## src/rtl/lm32_wb_bus_arbiter_if.sv

```systemverilog
// Wishbone signal bundle between the two LM32 masters, the arbiter and the shared slave port.
// "slave" is the arbiter's view; "master" is the view of the surrounding CPU/interconnect.
interface lm32_wb_bus_arbiter_if;
    logic [1:0]  M_CYC_I;
    logic [1:0]  M_STB_I;
    logic [1:0]  M_WE_I;
    logic [1:0]  M_LOCK_I;
    logic [63:0] M_ADR_I;
    logic [63:0] M_DAT_I;
    logic [7:0]  M_SEL_I;
    logic [5:0]  M_CTI_I;
    logic [3:0]  M_BTE_I;
    logic [31:0] M_DAT_O;
    logic [1:0]  M_ACK_O;
    logic [1:0]  M_ERR_O;
    logic [1:0]  M_RTY_O;
    logic        S_CYC_O;
    logic        S_STB_O;
    logic        S_WE_O;
    logic [31:0] S_ADR_O;
    logic [31:0] S_DAT_O;
    logic [3:0]  S_SEL_O;
    logic [2:0]  S_CTI_O;
    logic [1:0]  S_BTE_O;
    logic [31:0] S_DAT_I;
    logic        S_ACK_I;
    logic        S_ERR_I;
    logic        S_RTY_I;

    modport slave (
        input  M_CYC_I, M_STB_I, M_WE_I, M_LOCK_I, M_ADR_I, M_DAT_I, M_SEL_I, M_CTI_I, M_BTE_I,
        input  S_DAT_I, S_ACK_I, S_ERR_I, S_RTY_I,
        output M_DAT_O, M_ACK_O, M_ERR_O, M_RTY_O,
        output S_CYC_O, S_STB_O, S_WE_O, S_ADR_O, S_DAT_O, S_SEL_O, S_CTI_O, S_BTE_O
    );

    modport master (
        output M_CYC_I, M_STB_I, M_WE_I, M_LOCK_I, M_ADR_I, M_DAT_I, M_SEL_I, M_CTI_I, M_BTE_I,
        output S_DAT_I, S_ACK_I, S_ERR_I, S_RTY_I,
        input  M_DAT_O, M_ACK_O, M_ERR_O, M_RTY_O,
        input  S_CYC_O, S_STB_O, S_WE_O, S_ADR_O, S_DAT_O, S_SEL_O, S_CTI_O, S_BTE_O
    );
endinterface

```

## src/rtl/lm32_wb_bus_arbiter.sv

```systemverilog
// Two-master (instruction=0, data=1) to one-slave Wishbone arbiter with lock and a slave watchdog.
// Define WB_ARB_ROUND_ROBIN_EN for round-robin tie-break; otherwise the data master wins ties.
module lm32_wb_bus_arbiter #(
    parameter int unsigned WB_TIMEOUT = 256
) (
    input logic                  clk_i,
    input logic                  rst_i,
    lm32_wb_bus_arbiter_if.slave bus
);
    localparam int unsigned CW = (WB_TIMEOUT > 0) ? $clog2(WB_TIMEOUT + 1) : 1;
    localparam logic [CW-1:0] WD_LAST = (WB_TIMEOUT > 0) ? CW'(WB_TIMEOUT - 1) : '0;

    typedef enum logic [1:0] {IDLE, GNT0, GNT1} state_t;

    state_t        state, state_next;
    logic          last_grant;
    logic [CW-1:0] wd_cnt;
    logic          sel, gnt, resp_any, wd_fire, tie_pick;

`ifdef WB_ARB_ROUND_ROBIN_EN
    assign tie_pick = ~last_grant;
`else
    // last_grant is maintained in both builds; fixed priority ignores it.
    assign tie_pick = 1'b1 | last_grant;
`endif

    assign resp_any = bus.S_ACK_I | bus.S_ERR_I | bus.S_RTY_I;

    always_comb begin
        sel          = (state == GNT1);
        gnt          = (state != IDLE);
        bus.M_DAT_O  = bus.S_DAT_I;
        bus.S_CYC_O  = gnt & bus.M_CYC_I[sel];
        bus.S_STB_O  = gnt & bus.M_CYC_I[sel] & bus.M_STB_I[sel];
        bus.S_WE_O   = 1'b0;
        bus.S_ADR_O  = '0;
        bus.S_DAT_O  = '0;
        bus.S_SEL_O  = '0;
        bus.S_CTI_O  = '0;
        bus.S_BTE_O  = '0;
        if (gnt) begin
            bus.S_WE_O  = bus.M_WE_I[sel];
            bus.S_ADR_O = sel ? bus.M_ADR_I[63:32] : bus.M_ADR_I[31:0];
            bus.S_DAT_O = sel ? bus.M_DAT_I[63:32] : bus.M_DAT_I[31:0];
            bus.S_SEL_O = sel ? bus.M_SEL_I[7:4]   : bus.M_SEL_I[3:0];
            bus.S_CTI_O = sel ? bus.M_CTI_I[5:3]   : bus.M_CTI_I[2:0];
            bus.S_BTE_O = sel ? bus.M_BTE_I[3:2]   : bus.M_BTE_I[1:0];
        end
        wd_fire = (WB_TIMEOUT != 0) && bus.S_STB_O && !resp_any && (wd_cnt == WD_LAST);
        bus.M_ACK_O      = '0;
        bus.M_ERR_O      = '0;
        bus.M_RTY_O      = '0;
        bus.M_ACK_O[sel] = bus.S_ACK_I & bus.S_STB_O;
        bus.M_ERR_O[sel] = (bus.S_ERR_I & bus.S_STB_O) | wd_fire;
        bus.M_RTY_O[sel] = bus.S_RTY_I & bus.S_STB_O;
    end

    always_comb begin
        state_next = state;
        case (state)
            IDLE: begin
                if (&bus.M_CYC_I)
                    state_next = tie_pick ? GNT1 : GNT0;
                else if (bus.M_CYC_I[0])
                    state_next = GNT0;
                else if (bus.M_CYC_I[1])
                    state_next = GNT1;
            end
            GNT0: begin
                if (wd_fire || (!bus.M_CYC_I[0] && !bus.M_LOCK_I[0]))
                    state_next = bus.M_CYC_I[1] ? GNT1 : IDLE;
            end
            GNT1: begin
                if (wd_fire || (!bus.M_CYC_I[1] && !bus.M_LOCK_I[1]))
                    state_next = bus.M_CYC_I[0] ? GNT0 : IDLE;
            end
            default: state_next = IDLE;
        endcase
    end

    always_ff @(posedge clk_i) begin
        if (rst_i) begin
            state      <= IDLE;
            last_grant <= 1'b0;
            wd_cnt     <= '0;
        end else begin
            state <= state_next;
            if (state_next != state) begin
                wd_cnt <= '0;
                if (state_next == GNT0)
                    last_grant <= 1'b0;
                else if (state_next == GNT1)
                    last_grant <= 1'b1;
            end else if (resp_any) begin
                wd_cnt <= '0;
            end else if (bus.S_STB_O) begin
                wd_cnt <= wd_cnt + CW'(1);
            end
        end
    end
endmodule

```

## src/flat_wrapper.sv

```systemverilog
// flat-port wrapper written by rule: the top's interface ports become plain ports
module lm32_wb_bus_arbiter_flat 
#(
    parameter int unsigned WB_TIMEOUT = 256
)
  (clk_i, rst_i, bus_M_CYC_I, bus_M_STB_I, bus_M_WE_I, bus_M_LOCK_I, bus_M_ADR_I, bus_M_DAT_I, bus_M_SEL_I, bus_M_CTI_I, bus_M_BTE_I, bus_S_DAT_I, bus_S_ACK_I, bus_S_ERR_I, bus_S_RTY_I, bus_M_DAT_O, bus_M_ACK_O, bus_M_ERR_O, bus_M_RTY_O, bus_S_CYC_O, bus_S_STB_O, bus_S_WE_O, bus_S_ADR_O, bus_S_DAT_O, bus_S_SEL_O, bus_S_CTI_O, bus_S_BTE_O);
  lm32_wb_bus_arbiter_if bus_i ();
  input logic clk_i;
  input logic rst_i;
  input wire logic [$bits(bus_i.M_CYC_I)-1:0] bus_M_CYC_I;
  input wire logic [$bits(bus_i.M_STB_I)-1:0] bus_M_STB_I;
  input wire logic [$bits(bus_i.M_WE_I)-1:0] bus_M_WE_I;
  input wire logic [$bits(bus_i.M_LOCK_I)-1:0] bus_M_LOCK_I;
  input wire logic [$bits(bus_i.M_ADR_I)-1:0] bus_M_ADR_I;
  input wire logic [$bits(bus_i.M_DAT_I)-1:0] bus_M_DAT_I;
  input wire logic [$bits(bus_i.M_SEL_I)-1:0] bus_M_SEL_I;
  input wire logic [$bits(bus_i.M_CTI_I)-1:0] bus_M_CTI_I;
  input wire logic [$bits(bus_i.M_BTE_I)-1:0] bus_M_BTE_I;
  input wire logic [$bits(bus_i.S_DAT_I)-1:0] bus_S_DAT_I;
  input wire logic [$bits(bus_i.S_ACK_I)-1:0] bus_S_ACK_I;
  input wire logic [$bits(bus_i.S_ERR_I)-1:0] bus_S_ERR_I;
  input wire logic [$bits(bus_i.S_RTY_I)-1:0] bus_S_RTY_I;
  output wire logic [$bits(bus_i.M_DAT_O)-1:0] bus_M_DAT_O;
  output wire logic [$bits(bus_i.M_ACK_O)-1:0] bus_M_ACK_O;
  output wire logic [$bits(bus_i.M_ERR_O)-1:0] bus_M_ERR_O;
  output wire logic [$bits(bus_i.M_RTY_O)-1:0] bus_M_RTY_O;
  output wire logic [$bits(bus_i.S_CYC_O)-1:0] bus_S_CYC_O;
  output wire logic [$bits(bus_i.S_STB_O)-1:0] bus_S_STB_O;
  output wire logic [$bits(bus_i.S_WE_O)-1:0] bus_S_WE_O;
  output wire logic [$bits(bus_i.S_ADR_O)-1:0] bus_S_ADR_O;
  output wire logic [$bits(bus_i.S_DAT_O)-1:0] bus_S_DAT_O;
  output wire logic [$bits(bus_i.S_SEL_O)-1:0] bus_S_SEL_O;
  output wire logic [$bits(bus_i.S_CTI_O)-1:0] bus_S_CTI_O;
  output wire logic [$bits(bus_i.S_BTE_O)-1:0] bus_S_BTE_O;
  assign bus_i.M_CYC_I = bus_M_CYC_I;
  assign bus_i.M_STB_I = bus_M_STB_I;
  assign bus_i.M_WE_I = bus_M_WE_I;
  assign bus_i.M_LOCK_I = bus_M_LOCK_I;
  assign bus_i.M_ADR_I = bus_M_ADR_I;
  assign bus_i.M_DAT_I = bus_M_DAT_I;
  assign bus_i.M_SEL_I = bus_M_SEL_I;
  assign bus_i.M_CTI_I = bus_M_CTI_I;
  assign bus_i.M_BTE_I = bus_M_BTE_I;
  assign bus_i.S_DAT_I = bus_S_DAT_I;
  assign bus_i.S_ACK_I = bus_S_ACK_I;
  assign bus_i.S_ERR_I = bus_S_ERR_I;
  assign bus_i.S_RTY_I = bus_S_RTY_I;
  assign bus_M_DAT_O = bus_i.M_DAT_O;
  assign bus_M_ACK_O = bus_i.M_ACK_O;
  assign bus_M_ERR_O = bus_i.M_ERR_O;
  assign bus_M_RTY_O = bus_i.M_RTY_O;
  assign bus_S_CYC_O = bus_i.S_CYC_O;
  assign bus_S_STB_O = bus_i.S_STB_O;
  assign bus_S_WE_O = bus_i.S_WE_O;
  assign bus_S_ADR_O = bus_i.S_ADR_O;
  assign bus_S_DAT_O = bus_i.S_DAT_O;
  assign bus_S_SEL_O = bus_i.S_SEL_O;
  assign bus_S_CTI_O = bus_i.S_CTI_O;
  assign bus_S_BTE_O = bus_i.S_BTE_O;
  lm32_wb_bus_arbiter #(.WB_TIMEOUT(WB_TIMEOUT)) u_core (.clk_i(clk_i), .rst_i(rst_i), .bus(bus_i));
endmodule
```

## config.mk

```make
export PLATFORM = sky130hd
export DESIGN_NAME = lm32_wb_bus_arbiter_flat
export DESIGN_NICKNAME = d
export VERILOG_FILES = /design/src/rtl/lm32_wb_bus_arbiter_if.sv /design/src/rtl/lm32_wb_bus_arbiter.sv /design/src/flat_wrapper.sv
export SDC_FILE = /design/constraint.sdc
export NUM_CORES = 1
export LEC_CHECK = 0
export ABC_AREA = 1
export CAP_MARGIN = 20
export CELL_PAD_IN_SITES_DETAIL_PLACEMENT = 2
export CELL_PAD_IN_SITES_GLOBAL_PLACEMENT = 2
export CORE_UTILIZATION = 10
export DETAILED_ROUTE_END_ITERATION = 6
export GPL_TIMING_DRIVEN = 0
export PLACE_DENSITY_LB_ADDON = 0.1
export RECOVER_POWER = 50
export REMOVE_ABC_BUFFERS = 1
export SYNTH_ARGS = -nofsm -noshare
export SYNTH_HDL_FRONTEND = slang
export SYNTH_SLANG_ARGS = --single-unit
```

## constraint.sdc

```tcl
create_clock -name clk_i -period 1.8 [get_ports clk_i]
set_input_delay 0.36 -clock clk_i [delete_from_list [all_inputs] [get_ports clk_i]]
set_output_delay 0.36 -clock clk_i [all_outputs]
set_load 0.005 [all_outputs]
```

==> metrics <==
status finished with violations; violated checks setup timing; total track usage 0.186; chip width 133 µm; top post-synthesis cells by count 74 x a22o_1, 32 x buf_4, 22 x inv_1; Slew @ Worst Pin 314 ps; final instance area 0.00461 mm²; Clock Latency Late Sink 240 ps; Sink Count 11; clock root cell clkbuf_16; Setup WS pre-CTS -1310 ps; Layout area overhead 170%; Post-DRT Antenna Nets 0; Tot Pwr between 1.5 and 2 mW; Final TNS setup -1430 ps; flop and latch count out of synthesis 11; syn avg cell area 7.19 µm²; synth top area cells a22o_1 38%, buf_4 14%, dfxtp_1 13%; CTS Buf Count 3; Post-synth EDFFs 0; via count 2871; final-report setup violation count 44; Detail Placement HPWL ~13000 µm; Critical Path End Type output pin; top achievable clock speed 515 MHz; Tcrit/Tclk final 1.08; Nets ~670; RSZ-0062 raised after global routing yes; worst hold path class flip-flop to flip-flop; initial core utilization 0.103; wire per inst between 20 and 30 µm; DP Area 0.00410 mm²; kind of critical path flip-flop to output pin; # rows 47; die area 0.0176 mm²; Syn. warnings 0; Seq/Total Area, Yosys 0.129; Ant. Diodes 0; Slew HR 0.789; Post-Synthesis Cell Area 0.00171 mm²; PwrDens 431 mW/mm²; count leader, synth a22o_1; grt ovf 0; peak supply drop 0.270 mV; fill cell count 1858; cts hold-fix bufs 0; CORE AREA 0.0166 mm²; WP data required 1440 ps; initial antenna violation count 2; initial DRC count 85; vias in the first global route about 3100; CTS clk-pin slew, worst paths 40 ps; largest area contributor in the synthesized netlist a22o_1; Ports 305; CTS H-tree lvls 1; first-pass GRT wire length between 20000 and 25000 µm; Final WS setup -143 ps; fin. max-slew vios 0; Setup crit start kind flip-flop; top cell type's share of synthesized area 0.379; CTS tree done; Pleak slightly above 2 nW; Worst Reg-to-Reg Cells 13; Reg area roughly 240 µm²; Crit path arrival time 1580 ps; fin crit period 1940 ps; Via density 4.14; detailed-route DRC error count 0; critical path fanouts, max 2; Final Hold Vio Count 0; max_cap viols 0; ys async rst share 0; Synth Flop Type dfxtp_1; TritonRoute pass-1 iters 4; Die Height 133 µm; worst clock skew 1.62 ps; IO Port Bufs 240; hold path depth 3; share of cells above drive strength 1 0.340; Clock Path Buffers 2; area of the multi-input gates 0.00120 mm²; Routed WL ~18000 µm; gpl congestion 0.804; Post-Syn Instances between 200 and 250; library cells used by synthesis 26; largest net degree at the start of global routing 21
-- worst paths after layout --
path,from,endpoint,slack (ps)
hold / removal,u_core.wd_cnt[4]$_SDFFE_PP0N_,u_core.wd_cnt[4]$_SDFFE_PP0N_,540
setup reg to reg,u_core.wd_cnt[1]$_SDFFE_PP0N_,u_core.wd_cnt[0]$_SDFFE_PP0N_,-80
hold reg to reg,u_core.wd_cnt[4]$_SDFFE_PP0N_,u_core.wd_cnt[4]$_SDFFE_PP0N_,540
setup / recovery,u_core.wd_cnt[1]$_SDFFE_PP0N_,bus_M_ERR_O[0],-140
-- layer usage --
metal | vias to the layer above | track usage | routed length (µm)
met5 | - | 0.00833 | 27
met4 | 4 | 0.00894 | 106
met3 | 10 | 0.0739 | 1580
met2 | 150 | 0.347 | 9170
met1 | 1410 | 0.205 | 6780
li1 | 1297 | - | -
-- cells by family after synthesis --
kind of cell,after synthesis,share of synthesized area
compound gates,79,0.395
xor+xnor,6,0.0307
fa+ha+maj,2,0.0146
buf+inv,74,0.242
flops,11,0.129
simple gates,66,0.189
-- layout by cell type, fill, tap and decap left out, drive strengths merged --
| cell | Yosys | routed |
|---|---|---|
| buf | 39 | 95 |
| nand4 | 1 | 1 |
| clkbuf | 11 | 25 |
| nor2 | 21 | 21 |
| or2 | 3 | 3 |
| nor3 | 6 | 6 |
| dfxtp | 11 | 11 |
| o21ai | 4 | 4 |
| o211ai | 1 | 1 |
| nand2 | 25 | 25 |
| dlygate4sd2 | 0 | 3 |
| a22o | 74 | 74 |
| clkdlybuf4s15 | 0 | 4 |
| clkinv | 1 | 3 |
| inv | 23 | 23 |
| xnor2 | 1 | 1 |
| clkdlybuf4s50 | 0 | 156 |
| nand3 | 10 | 10 |
| xor2 | 5 | 5 |
| ha | 2 | 2 |
-- final cells by class --
| class | instances | share of cell area |
|---|---|---|
| Timing Repair Buffer | 279 | 0.581 |
| Multi-Input combinational cell | 153 | 0.260 |
| Tap cell | 220 | 0.0597 |
| Sequential cell | 11 | 0.0510 |
| Inverter | 24 | 0.0239 |
| Clock buffer | 4 | 0.0171 |
| Timing Repair inverter | 2 | 0.00705 |
-- per-stage QoR --
stage	instances	hold WS, ps	util
6_report	693	537	0.277
5_1_grt	693	573	0.277
4_1_cts	686	537	0.273
3_5_place_dp	649	524	0.246
3_3_place_gp	648	510	0.244
2_1_floorplan	188	494	-
-- report_power, final --
part / internal [mW] / switching [mW] / leakage [nW]
Sequential: 0.248 / 0.0117 / 0.0926
Clock: 0.297 / 0.108 / 0.0382
Combinational: 0.802 / 0.520 / 1.90
Total: 1.35 / 0.640 / 2.03
-- timing repair --
action	in CTS	in global routing
gates resized for setup	333	41
buffers inserted	25	7
pin swaps	13	3
endpoints found under the setup margin	93	66
gates cloned	8	3
-- worst max-delay path, stage by stage (launching register included) --
cell and delay, ps:
dfxtp_2 350, ha_4 160, nand3_4 80, nor3_4 130, ha_2 200, inv_2 40, nor2_4 90, o21ai_2 70
nor2_1 100, buf_2 120
-- registers in the layout, indices dropped and copies added, names as in the netlist --
signal,flops
u_core.state,2
u_core.wd_cnt,9
(Power assumes the default switching activity.)
